[config.mk]
export PLATFORM = sky130hd
export DESIGN_NAME = sw_array_ctrl_flat
export DESIGN_NICKNAME = d
export VERILOG_FILES = /design/src/rtl/sw_pkg.sv /design/src/rtl/sw_array_ctrl_if.sv /design/src/rtl/sw_max_tracker.sv /design/src/rtl/sw_array_ctrl.sv /design/src/flat_wrapper.sv
export SDC_FILE = /design/constraint.sdc
export NUM_CORES = 1
export LEC_CHECK = 0
export CORE_MARGIN = 1
export CORE_UTILIZATION = 38
export CTS_BUF_LIST = sky130_fd_sc_hd__clkbuf_8
export DETAILED_ROUTE_END_ITERATION = 12
export PLACE_DENSITY_LB_ADDON = 0.3
export SLEW_MARGIN = 30
export SYNTH_ARGS = -nofsm -noshare
export SYNTH_HDL_FRONTEND = slang
export SYNTH_SLANG_ARGS = --single-unit
[constraint.sdc]
create_clock -name clk -period 6.5 [get_ports clk]
set_input_delay 1.3 -clock clk [delete_from_list [all_inputs] [get_ports clk]]
set_output_delay 1.3 -clock clk [all_outputs]
set_load 0.01 [all_outputs]
[src/rtl/sw_pkg.sv]
// sw_pkg: shared definitions for the Smith-Waterman array sequencer.
//   BASE_A/C/G/T    - 2-bit nucleotide encoding used on read/reference buses
//   SW_SCORE_W      - default width of the V/F score buses
//   sw_ctrl_state_t - sequencer FSM states
package sw_pkg;

  localparam logic [1:0] BASE_A = 2'b00;
  localparam logic [1:0] BASE_C = 2'b01;
  localparam logic [1:0] BASE_G = 2'b10;
  localparam logic [1:0] BASE_T = 2'b11;

  localparam int SW_SCORE_W = 10;

  typedef enum logic [2:0] {
    ST_IDLE   = 3'd0,
    ST_LOAD   = 3'd1,
    ST_STREAM = 3'd2,
    ST_DRAIN  = 3'd3,
    ST_DONE   = 3'd4
  } sw_ctrl_state_t;

endpackage

[src/rtl/sw_array_ctrl_if.sv]
// sw_array_ctrl_if: bundles the host job/stream handshakes, the PE-array
// drive/return signals and the result outputs of sw_array_ctrl.
//   slave  modport - the sequencer (drives busy/done/ready/arr_*/results)
//   master modport - the environment (host sources and the PE array)
// Optional macro SW_CTRL_CYCLE_CNT_EN adds the 32-bit cycle_cnt result.
interface sw_array_ctrl_if #(
  parameter int SCORE_W = 10,
  parameter int POS_W   = 16
);

  logic               start;
  logic               busy;
  logic               done;
  logic [1:0]         read_base;
  logic               read_valid;
  logic               read_ready;
  logic [1:0]         ref_base;
  logic               ref_valid;
  logic               ref_last;
  logic               ref_ready;
  logic               arr_en;
  logic [1:0]         arr_s;
  logic               arr_store_s;
  logic [1:0]         arr_t;
  logic               arr_init;
  logic [SCORE_W-1:0] arr_v;
  logic [SCORE_W-1:0] arr_f;
  logic [SCORE_W-1:0] arr_v_last;
  logic               arr_init_last;
  logic [SCORE_W-1:0] best_score;
  logic [POS_W-1:0]   best_pos;
  logic               result_valid;
`ifdef SW_CTRL_CYCLE_CNT_EN
  logic [31:0]        cycle_cnt;
`endif

  modport slave (
`ifdef SW_CTRL_CYCLE_CNT_EN
    output cycle_cnt,
`endif
    input  start, read_base, read_valid, ref_base, ref_valid, ref_last,
    input  arr_v_last, arr_init_last,
    output busy, done, read_ready, ref_ready,
    output arr_en, arr_s, arr_store_s, arr_t, arr_init, arr_v, arr_f,
    output best_score, best_pos, result_valid
  );

  modport master (
`ifdef SW_CTRL_CYCLE_CNT_EN
    input  cycle_cnt,
`endif
    output start, read_base, read_valid, ref_base, ref_valid, ref_last,
    output arr_v_last, arr_init_last,
    input  busy, done, read_ready, ref_ready,
    input  arr_en, arr_s, arr_store_s, arr_t, arr_init, arr_v, arr_f,
    input  best_score, best_pos, result_valid
  );

endinterface

[src/rtl/sw_max_tracker.sv]
// sw_max_tracker: running maximum of the last-PE score stream.
//   clk, rst     - clock, asynchronous active-high reset
//   clear_i      - zero best score, best position and output index
//   sample_i     - a valid column score is present on score_i
//   score_i      - V_out of the last PE (unsigned)
//   best_score_o - largest score sampled since clear
//   best_pos_o   - output index at which best_score_o first appeared
//   out_cnt_o    - number of samples since clear (saturating)
module sw_max_tracker
  import sw_pkg::*;
#(
  parameter int SCORE_W = SW_SCORE_W,
  parameter int POS_W   = 16
) (
  input  logic               clk,
  input  logic               rst,
  input  logic               clear_i,
  input  logic               sample_i,
  input  logic [SCORE_W-1:0] score_i,
  output logic [SCORE_W-1:0] best_score_o,
  output logic [POS_W-1:0]   best_pos_o,
  output logic [POS_W-1:0]   out_cnt_o
);

  logic [SCORE_W-1:0] best_q, best_d;
  logic [POS_W-1:0]   pos_q, pos_d;
  logic [POS_W-1:0]   cnt_q, cnt_d;

  // Next-state: strict compare keeps the earliest index on ties.
  always_comb begin
    best_d = best_q;
    pos_d  = pos_q;
    cnt_d  = cnt_q;
    if (clear_i) begin
      best_d = '0;
      pos_d  = '0;
      cnt_d  = '0;
    end else if (sample_i) begin
      if (score_i > best_q) begin
        best_d = score_i;
        pos_d  = cnt_q;
      end else begin
        best_d = best_q;
      end
      if (cnt_q != {POS_W{1'b1}}) begin
        cnt_d = cnt_q + POS_W'(1);
      end else begin
        cnt_d = cnt_q;
      end
    end else begin
      cnt_d = cnt_q;
    end
  end

  // Tracker state registers.
  always_ff @(posedge clk or posedge rst) begin
    if (rst) begin
      best_q <= '0;
      pos_q  <= '0;
      cnt_q  <= '0;
    end else begin
      best_q <= best_d;
      pos_q  <= pos_d;
      cnt_q  <= cnt_d;
    end
  end

  assign best_score_o = best_q;
  assign best_pos_o   = pos_q;
  assign out_cnt_o    = cnt_q;

endmodule

[src/rtl/sw_array_ctrl.sv]
// sw_array_ctrl: sequencer for a linear chain of NUM_PE Smith-Waterman PEs.
// Loads a short read, streams a reference with ready/valid backpressure,
// drains the chain and reports the best last-PE score and its position.
//   clk, rst - clock, asynchronous active-high reset
//   bus      - sw_array_ctrl_if.slave: start/busy/done, read and reference
//              streams, PE0 drive (arr_*), last-PE return, results
// Optional macro SW_CTRL_CYCLE_CNT_EN adds bus.cycle_cnt (start..done cycles).
module sw_array_ctrl
  import sw_pkg::*;
#(
  parameter int NUM_PE  = 8,
  parameter int SCORE_W = SW_SCORE_W,
  parameter int POS_W   = 16,
  parameter int F_BOUND = 0
) (
  input logic            clk,
  input logic            rst,
  sw_array_ctrl_if.slave bus
);

  localparam int LD_W = (NUM_PE > 1) ? $clog2(NUM_PE) : 1;

  sw_ctrl_state_t   state_q, state_d;
  logic [LD_W-1:0]  ld_cnt_q, ld_cnt_d;
  logic [POS_W-1:0] in_cnt_q, in_cnt_d;
  logic             busy_q, done_q, result_valid_q;

  logic             start_acc_s, finish_s, sample_s;
  logic             read_ready_s, ref_ready_s;
  logic             arr_en_s, arr_store_s_s, arr_init_s;
  logic [1:0]       arr_s_s, arr_t_s;
  logic [POS_W-1:0] out_cnt_s;

  // FSM next state and per-cycle array drive.
  always_comb begin
    state_d       = state_q;
    ld_cnt_d      = ld_cnt_q;
    in_cnt_d      = in_cnt_q;
    start_acc_s   = 1'b0;
    read_ready_s  = 1'b0;
    ref_ready_s   = 1'b0;
    arr_en_s      = 1'b0;
    arr_s_s       = 2'b00;
    arr_store_s_s = 1'b0;
    arr_t_s       = 2'b00;
    arr_init_s    = 1'b0;
    case (state_q)
      ST_IDLE: begin
        if (bus.start) begin
          start_acc_s = 1'b1;
          state_d     = ST_LOAD;
          ld_cnt_d    = '0;
          in_cnt_d    = '0;
        end else begin
          state_d = ST_IDLE;
        end
      end
      ST_LOAD: begin
        read_ready_s = 1'b1;
        if (bus.read_valid) begin
          arr_en_s      = 1'b1;
          arr_store_s_s = 1'b1;
          arr_s_s       = bus.read_base;
          if (ld_cnt_q == LD_W'(NUM_PE - 1)) begin
            state_d  = ST_STREAM;
            ld_cnt_d = '0;
          end else begin
            ld_cnt_d = ld_cnt_q + LD_W'(1);
          end
        end else begin
          arr_en_s = 1'b0;
        end
      end
      ST_STREAM: begin
        ref_ready_s = 1'b1;
        // No handshake leaves arr_en low so the chain holds its columns.
        if (bus.ref_valid) begin
          arr_en_s   = 1'b1;
          arr_init_s = 1'b1;
          arr_t_s    = bus.ref_base;
          if (in_cnt_q != {POS_W{1'b1}}) begin
            in_cnt_d = in_cnt_q + POS_W'(1);
          end else begin
            in_cnt_d = in_cnt_q;
          end
          // Reaching the all-ones column count ends the stream like ref_last.
          if (bus.ref_last || (in_cnt_d == {POS_W{1'b1}})) begin
            state_d = ST_DRAIN;
          end else begin
            state_d = ST_STREAM;
          end
        end else begin
          arr_en_s = 1'b0;
        end
      end
      ST_DRAIN: begin
        arr_en_s = 1'b1;
        if (out_cnt_s == in_cnt_q) begin
          state_d = ST_DONE;
        end else begin
          state_d = ST_DRAIN;
        end
      end
      ST_DONE: begin
        state_d = ST_IDLE;
      end
      default: begin
        state_d = ST_IDLE;
      end
    endcase
  end

  assign finish_s = (state_q == ST_DRAIN) && (state_d == ST_DONE);

  // Last-PE output is a real column only while enabled; once every column
  // has been counted, further drain cycles are ignored.
  assign sample_s = arr_en_s && bus.arr_init_last &&
                    ((state_q == ST_STREAM) ||
                     ((state_q == ST_DRAIN) && (out_cnt_s != in_cnt_q)));

  // FSM state, counters and status flags.
  always_ff @(posedge clk or posedge rst) begin
    if (rst) begin
      state_q        <= ST_IDLE;
      ld_cnt_q       <= '0;
      in_cnt_q       <= '0;
      busy_q         <= 1'b0;
      done_q         <= 1'b0;
      result_valid_q <= 1'b0;
    end else begin
      state_q  <= state_d;
      ld_cnt_q <= ld_cnt_d;
      in_cnt_q <= in_cnt_d;
      done_q   <= finish_s;
      if (start_acc_s) begin
        busy_q         <= 1'b1;
        result_valid_q <= 1'b0;
      end else if (finish_s) begin
        busy_q         <= 1'b0;
        result_valid_q <= 1'b1;
      end else begin
        busy_q         <= busy_q;
        result_valid_q <= result_valid_q;
      end
    end
  end

  sw_max_tracker #(
    .SCORE_W (SCORE_W),
    .POS_W   (POS_W)
  ) u_max_tracker (
    .clk          (clk),
    .rst          (rst),
    .clear_i      (start_acc_s),
    .sample_i     (sample_s),
    .score_i      (bus.arr_v_last),
    .best_score_o (bus.best_score),
    .best_pos_o   (bus.best_pos),
    .out_cnt_o    (out_cnt_s)
  );

`ifdef SW_CTRL_CYCLE_CNT_EN
  logic [31:0] cyc_q;

  // Job length: the start cycle counts as 1, then every cycle through DONE.
  always_ff @(posedge clk or posedge rst) begin
    if (rst) begin
      cyc_q <= 32'd0;
    end else if (start_acc_s) begin
      cyc_q <= 32'd1;
    end else if ((state_q != ST_IDLE) && (cyc_q != 32'hFFFF_FFFF)) begin
      cyc_q <= cyc_q + 32'd1;
    end else begin
      cyc_q <= cyc_q;
    end
  end

  assign bus.cycle_cnt = cyc_q;
`endif

  assign bus.busy         = busy_q;
  assign bus.done         = done_q;
  assign bus.result_valid = result_valid_q;
  assign bus.read_ready   = read_ready_s;
  assign bus.ref_ready    = ref_ready_s;
  assign bus.arr_en       = arr_en_s;
  assign bus.arr_s        = arr_s_s;
  assign bus.arr_store_s  = arr_store_s_s;
  assign bus.arr_t        = arr_t_s;
  assign bus.arr_init     = arr_init_s;
  assign bus.arr_v        = '0;
  assign bus.arr_f        = SCORE_W'(F_BOUND);

endmodule

[src/flat_wrapper.sv]
// flat-port wrapper written by rule: the top's interface ports become plain ports
module sw_array_ctrl_flat import sw_pkg::*;
#(
  parameter int NUM_PE  = 8,
  parameter int SCORE_W = SW_SCORE_W,
  parameter int POS_W   = 16,
  parameter int F_BOUND = 0
)
  (clk, rst, bus_start, bus_read_base, bus_read_valid, bus_ref_base, bus_ref_valid, bus_ref_last, bus_arr_v_last, bus_arr_init_last, bus_busy, bus_done, bus_read_ready, bus_ref_ready, bus_arr_en, bus_arr_s, bus_arr_store_s, bus_arr_t, bus_arr_init, bus_arr_v, bus_arr_f, bus_best_score, bus_best_pos, bus_result_valid);
  sw_array_ctrl_if #(.SCORE_W(SCORE_W), .POS_W(POS_W)) bus_i ();
  input logic clk;
  input logic rst;
  input wire logic [$bits(bus_i.start)-1:0] bus_start;
  input wire logic [$bits(bus_i.read_base)-1:0] bus_read_base;
  input wire logic [$bits(bus_i.read_valid)-1:0] bus_read_valid;
  input wire logic [$bits(bus_i.ref_base)-1:0] bus_ref_base;
  input wire logic [$bits(bus_i.ref_valid)-1:0] bus_ref_valid;
  input wire logic [$bits(bus_i.ref_last)-1:0] bus_ref_last;
  input wire logic [$bits(bus_i.arr_v_last)-1:0] bus_arr_v_last;
  input wire logic [$bits(bus_i.arr_init_last)-1:0] bus_arr_init_last;
  output wire logic [$bits(bus_i.busy)-1:0] bus_busy;
  output wire logic [$bits(bus_i.done)-1:0] bus_done;
  output wire logic [$bits(bus_i.read_ready)-1:0] bus_read_ready;
  output wire logic [$bits(bus_i.ref_ready)-1:0] bus_ref_ready;
  output wire logic [$bits(bus_i.arr_en)-1:0] bus_arr_en;
  output wire logic [$bits(bus_i.arr_s)-1:0] bus_arr_s;
  output wire logic [$bits(bus_i.arr_store_s)-1:0] bus_arr_store_s;
  output wire logic [$bits(bus_i.arr_t)-1:0] bus_arr_t;
  output wire logic [$bits(bus_i.arr_init)-1:0] bus_arr_init;
  output wire logic [$bits(bus_i.arr_v)-1:0] bus_arr_v;
  output wire logic [$bits(bus_i.arr_f)-1:0] bus_arr_f;
  output wire logic [$bits(bus_i.best_score)-1:0] bus_best_score;
  output wire logic [$bits(bus_i.best_pos)-1:0] bus_best_pos;
  output wire logic [$bits(bus_i.result_valid)-1:0] bus_result_valid;
  assign bus_i.start = bus_start;
  assign bus_i.read_base = bus_read_base;
  assign bus_i.read_valid = bus_read_valid;
  assign bus_i.ref_base = bus_ref_base;
  assign bus_i.ref_valid = bus_ref_valid;
  assign bus_i.ref_last = bus_ref_last;
  assign bus_i.arr_v_last = bus_arr_v_last;
  assign bus_i.arr_init_last = bus_arr_init_last;
  assign bus_busy = bus_i.busy;
  assign bus_done = bus_i.done;
  assign bus_read_ready = bus_i.read_ready;
  assign bus_ref_ready = bus_i.ref_ready;
  assign bus_arr_en = bus_i.arr_en;
  assign bus_arr_s = bus_i.arr_s;
  assign bus_arr_store_s = bus_i.arr_store_s;
  assign bus_arr_t = bus_i.arr_t;
  assign bus_arr_init = bus_i.arr_init;
  assign bus_arr_v = bus_i.arr_v;
  assign bus_arr_f = bus_i.arr_f;
  assign bus_best_score = bus_i.best_score;
  assign bus_best_pos = bus_i.best_pos;
  assign bus_result_valid = bus_i.result_valid;
  sw_array_ctrl #(.NUM_PE(NUM_PE), .SCORE_W(SCORE_W), .POS_W(POS_W), .F_BOUND(F_BOUND)) u_core (.clk(clk), .rst(rst), .bus(bus_i));
endmodule
# Word-level counts from Yosys, hierarchy flattened
# Index checks and enable logic that the tools add are counted.
# totals
mem_bits_rw	0
output_inout_bits	58
mem_bits_ro	0
in_bits	21
ff_bits	67
word_cells	86
n_memories	0
latch_bits	0
# classes
order_cmp	1
n_shift	0
reduce_logical	17
add_sub_neg	3
bitwise	0
n_mul	0
eq_ne	13
div	0
muxes	43
# ops
cell	count
$mux 16	11
$add 16x1->16 const B	2
$ne 16x16->1 const B	2
$pmux 16 s2	1
$mux 10	3
$mux 3	7
$eq 16x16->1	1
$eq 16x16->1 const B	1
$ne 16x16->1	1
$mux 1	14
$pmux 3 s4	1
$reduce_bool 2->1	6
$gt 10x10->1	1
$mux 2	4
$eq 3x2->1 const B	2
$eq 3x3->1 const B	2
$ne 2x2->1 const B	3
$pmux 3 s2	1
$reduce_and 3->1	2
$logic_and 1x1->1	4
$reduce_and 2->1	2
$add 3x1->3 const B	1
$eq 3x1->1 const B	1
$logic_not 3->1	1
2 further kinds	3

# Depth between registers and ports, before layout
# logic_depth
word_depth	13
mapped_depth	10

# Hierarchy
# Synthesis repeated with hierarchy kept, for this count alone.
# hier_totals
cells_unflattened	460
hier_area_um2	4359.2
# modules_own_cells
mod	cells_each	n_inst	area_per_inst_um2	seq_area_each_um2
sw_max_tracker	237	1	2429.8	1051.0
sw_array_ctrl	223	1	1929.4	625.6

# Worst setup path before layout
# OpenSTA, ideal clock, no wires.
# synth_timing
path_kind	input port to output port
start	input port bus_ref_valid
end	output port bus_arr_t[0]
path_slack_ps	2991
t_required_ps	5200
arrival_time_ps	2209
path_buffers	1
stages	4
path_cell_list	nand3_1 inv_1 buf_1 and2_1
# synth_via
elab_chain_len	2
# synth_rtl
item	line	source
start: declaration	flat_wrapper.sv:17	input wire logic [$bits(bus_i.ref_valid)-1:0] bus_ref_valid;
$mux 2	sw_array_ctrl.sv:77	if (bus.ref_valid) begin
$mux 2	sw_array_ctrl.sv:47	case (state_q)
end: declaration	flat_wrapper.sv:28	output wire logic [$bits(bus_i.arr_t)-1:0] bus_arr_t;
# Every way passes these cells.

# Worst setup path after layout
# layout_timing
start	input port bus_ref_valid
end	output port bus_arr_t[1]
# Same word-level chain as after synthesis.

==> impl_table.tex <==
\begin{tabular}{lr}
\hline
Metric & Value \\
\hline
\multicolumn{2}{l}{\textbf{STA}} \\
Clock Skew & roughly 0.0092 ns \\
Crit path setup slack, layout & about 1.9 ns \\
Setup violations, final & 0 \\
Remaining max-slew budget at the tightest pin & 0.458 \\
Max frequency & around 220 MHz \\
Setup repair after global routing missed its margin & no \\
Hold violation total from the final report & 0 \\
Final-layout setup total negative slack & 0 ns \\
Max-slew violation count & 0 \\
Post-route fraction of the period consumed by the critical path & 0.708 \\
Time the worst path needs with I/O delays and setup & roughly 4.6 ns \\
Actual transition at the worst max-transition pin & $\sim$0.81 ns \\
\multicolumn{2}{l}{\textbf{Critical path}} \\
Top cell by count, worst path & sky130\_fd\_sc\_hd\_\_clkdlybuf4s50\_1 \\
Kind of critical path & in -> out \\
Buf/Inv on CP & 3 \\
Highest-delay cell along the critical path & sky130\_fd\_sc\_hd\_\_clkdlybuf4s50\_1 \\
End of the worst register-to-register path & u\_core.state\_q[0] \\
Worst Reg2Reg Path Length in Cells & 7 \\
Category of the worst setup path capture point & output port \\
Launch point of the worst reg-to-reg path & u\_core.in\_cnt\_q[0] \\
Crit path required time & $\sim$5.2 ns \\
CP Max Fanout & 14 \\
Ordered cell list for the critical path & clkdlybuf4s50\_1 > nand3\_1 > inv\_1 > and2\_1 > clkdlybuf4s50\_1 \\
FF-to-FF setup slack & 3.64 ns \\
Top Family by Delay on Critical Path & buffers and inverters \\
Slowest cell delay on critical path & between 0.5 and 0.6 ns \\
Data arrival time at the worst-slack endpoint & between 3 and 4 ns \\
Type of element launching the critical path & input port \\
\multicolumn{2}{l}{\textbf{GRT}} \\
Met3 layer usage reported by global route & 0.0424 \\
Global-route wire length before repair & about 18 mm \\
Via count of the first global-routing pass & roughly 3600 \\
Total congestion overflow & 0 \\
Initial antenna violation count & 0 \\
Routing usage on met2 & 0.319 \\
Layer with the highest usage after global routing & met2 \\
All-layer global routing usage & 0.198 \\
Global-route met1 utilization & 0.260 \\
Maximum number of pins on one net before global-route repair & 68 \\
\multicolumn{2}{l}{\textbf{Clocking}} \\
Max Root-Sink Buffers & 2 \\
CTS tree & yes \\
Post-CTS Setup Bufs & 0 \\
Clk\_lat worst skew & $\sim$0.35 ns \\
Count of cells resized by post-cts repair & 0 \\
Root Buffer Master & sky130\_fd\_sc\_hd\_\_clkbuf\_8 \\
Clock-pin slew reported for the worst setup and hold paths after clock tree synthesis & 0.07 ns \\
Count of clock tree sinks & 67 \\
CTS buffer count & 9 \\
H-Tree Depth & 3 \\
Total of hold buffers inserted after clock tree synthesis & 0 \\
\multicolumn{2}{l}{\textbf{Cells and area}} \\
Number of nets in the layout & 555 \\
Area of combinational cells with multiple inputs & 2180 sq um \\
Layout overhead on the synthesized area & 17.9\% \\
Share of cells above drive strength 1 & 0.0590 \\
Post-route standard cell area excluding fillers & just under 5000 sq um \\
Final antenna diode count & 0 \\
Most common cell after layout, fill and taps aside & sky130\_fd\_sc\_hd\_\_dfrtp\_1 \\
Number of fillers in the final layout & 1057 \\
Sequential standard cell area & approximately 1700 sq um \\
Finished Core Util & 0.458 \\
Commonest cells after routing, fill and taps aside & sky130\_fd\_sc\_hd\_\_dfrtp\_1, sky130\_fd\_sc\_hd\_\_clkdlybuf4s50\_1, sky130\_fd\_sc\_hd\_\_nand2\_1 \\
\multicolumn{2}{l}{\textbf{Yosys}} \\
Number of standard cells after synthesis & 483 \\
Average instance area after synthesis & between 8 and 9 sq um \\
Fraction of synthesis flops using an asynchronous set or reset pin & 1.00 \\
Largest cells by area after synthesis & sky130\_fd\_sc\_hd\_\_dfrtp\_1, sky130\_fd\_sc\_hd\_\_nand3\_1, sky130\_fd\_sc\_hd\_\_xnor2\_1 \\
Synthesized flop and latch total & between 60 and 70 \\
Main synth FF type & sky130\_fd\_sc\_hd\_\_dfrtp\_1 \\
Share of the synthesized area in the top cell type & 0.398 \\
Area of the mapped netlist & 4210 sq um \\
Sequential fraction of the synthesis area & 0.398 \\
Synth cell types & just under 50 \\
Number of warnings printed during yosys synthesis & 0 \\
EDFF count, synth & 0 \\
Cell accounting for the most synthesized area & sky130\_fd\_sc\_hd\_\_dfrtp\_1 \\
\multicolumn{2}{l}{\textbf{Floorplan}} \\
Top-level port count & between 70 and 80 \\
DIE AREA & 11500 sq um \\
Die Span Y & roughly 110 um \\
Core region area & about 11000 sq um \\
Number of placement rows & 38 \\
Initial cell density of the core & 0.388 \\
Die Span X & about 110 um \\
\multicolumn{2}{l}{\textbf{Routing}} \\
Routed length per placed instance & about 16 um \\
Vias per cell & about 5.5 \\
Remaining antenna violation count & 0 \\
First-pass DRT Iterations & 5 \\
Total length of routed wires & $\sim$11 mm \\
Detailed router's first-iteration violation count & approximately 150 \\
Total DRC errors in the routed layout & 0 \\
Total via count after detailed routing & 3681 \\
\multicolumn{2}{l}{\textbf{Power and ir drop}} \\
Power per unit of standard cell area & between 200 and 300 nW/um\^{}2 \\
VDD IR max & about 0.00016 V \\
Static Leak & 2.10 nW \\
\multicolumn{2}{l}{\textbf{Place}} \\
Setup WS pre-CTS & 1.89 ns \\
HPWL reported at the end of detailed placement & 7.53 mm \\
Final GP Congestion & around 0.94 \\
DP Area & roughly 4700 sq um \\
Count of input and output buffers & 58 \\
\multicolumn{2}{l}{\textbf{Worst hold path}} \\
Hold path cells & 1 \\
Path class of the lowest-slack min-delay path & reg -> reg \\
Min-delay src & u\_core.bus.result\_valid \\
Worst min-delay path endpoint & u\_core.bus.result\_valid \\
\multicolumn{2}{l}{\textbf{Flow run}} \\
Reported max-cap violation count & 0 \\
\multicolumn{2}{l}{\textbf{Outcome}} \\
Run status & finished, final reports clean \\
\hline
\end{tabular}
-- synth_stat cells (3+ instances only) --
cell type and number:
sky130_fd_sc_hd__a21oi_1 17, sky130_fd_sc_hd__dfrtp_1 67, sky130_fd_sc_hd__and3_1 13, sky130_fd_sc_hd__ha_1 14, sky130_fd_sc_hd__mux2i_1 7, sky130_fd_sc_hd__a21o_1 9, sky130_fd_sc_hd__a22o_1 3, sky130_fd_sc_hd__and4_1 7
sky130_fd_sc_hd__clkbuf_1 19, sky130_fd_sc_hd__nand3_1 47, sky130_fd_sc_hd__nand2_1 50, sky130_fd_sc_hd__xnor2_1 24, sky130_fd_sc_hd__o31ai_1 11, sky130_fd_sc_hd__and2_1 6, sky130_fd_sc_hd__o21ai_0 37, sky130_fd_sc_hd__nor2_1 23
sky130_fd_sc_hd__nor3_1 8, sky130_fd_sc_hd__nand4_1 18, sky130_fd_sc_hd__a2111oi_0 5, sky130_fd_sc_hd__nand2b_1 5, sky130_fd_sc_hd__o31ai_2 3, sky130_fd_sc_hd__a211oi_1 3, sky130_fd_sc_hd__buf_6 5, sky130_fd_sc_hd__buf_4 20
sky130_fd_sc_hd__inv_1 22, sky130_fd_sc_hd__buf_2 12
-- state kept, by name, indices dropped and copies added, names as in the netlist --
register and cells:
u_core.bus.result_valid 1, u_core.u_max_tracker.best_pos_o 16, u_core.bus.done 1, u_core.u_max_tracker.best_score_o 10
u_core.ld_cnt_q 3, u_core.state_q 3, u_core.in_cnt_q 16, u_core.u_max_tracker.out_cnt_o 16
u_core.bus.busy 1
-- metal layers --
metal | wire, um | part of all wire | up-vias
met4 | 207 | 0.019 | 0
met2 | 5010 | 0.47 | 151
met3 | 748 | 0.070 | 20
li1 | - | - | 1753
met1 | 4760 | 0.44 | 1757
met5 | 0 | 0 | -
-- cells by family after synthesis --
kind of cell,share of synthesized area
AOI/OAI and AO/OA,0.167
xor gates and xnor gates,0.0499
adders and majority gates,0.0416
buffers and inverters,0.101
DFF,0.398
muxes,0.0193
other,0.000891
and+or+nand+nor,0.223
-- cell type report --
cell class / instances / share of cell area
Timing Repair Buffer: 64 / 0.129
Tap cell: 140 / 0.0353
Inverter: 22 / 0.0166
Sequential cell: 67 / 0.338
Clock buffer: 9 / 0.0250
Multi-Input combinational cell: 356 / 0.439
Clock inverter: 7 / 0.0171
-- report_power, final --
part	switching (W)	total, W	internal [W]
Sequential	0.0000469	0.000507	0.000460
Combinational	0.000201	0.000362	0.000160
Clock	0.000168	0.000380	0.000212
-- worst reg2reg max path, stage by stage, from the launching register on --
cell,delay (ns)
sky130_fd_sc_hd__dfrtp_1,0.55
sky130_fd_sc_hd__ha_1,0.40
sky130_fd_sc_hd__and4_1,0.43
sky130_fd_sc_hd__nand4_1,0.44
sky130_fd_sc_hd__nand4_1,0.33
sky130_fd_sc_hd__xnor2_1,0.14
sky130_fd_sc_hd__nand3_1,0.09
sky130_fd_sc_hd__o41ai_1,0.37
-- how the worst max path moves through the flow --
| stage | endpoint | cells past startpoint | slack [ns] | startpoint |
|---|---|---|---|---|
| after floorplan | bus_arr_t[0] | 4 | 2.99 | bus_ref_valid |
| after global placement | bus_arr_t[0] | 5 | 1.98 | bus_ref_valid |
| after detailed placement | bus_arr_t[1] | 5 | 1.89 | bus_ref_valid |
| after CTS | bus_arr_t[1] | 5 | 1.88 | bus_ref_valid |
| after global routing | bus_arr_t[1] | 5 | 1.79 | bus_ref_valid |
| final | bus_arr_t[1] | 5 | 1.90 | bus_ref_valid |
-- through the flow --
| step | hold slack [ns] | total power [W] | std cells |
|---|---|---|---|
| 3_5_place_dp | 0.492 | 0.000878 | 648 |
| 3_3_place_gp | 0.484 | 0.000870 | 648 |
| 6_report | 0.516 | 0.00125 | 665 |
| 5_1_grt | 0.527 | 0.00133 | 665 |
| 2_1_floorplan | 0.495 | 0.000746 | 502 |
| 4_1_cts | 0.513 | 0.00126 | 664 |
Power figures use the tool's default switching activity.
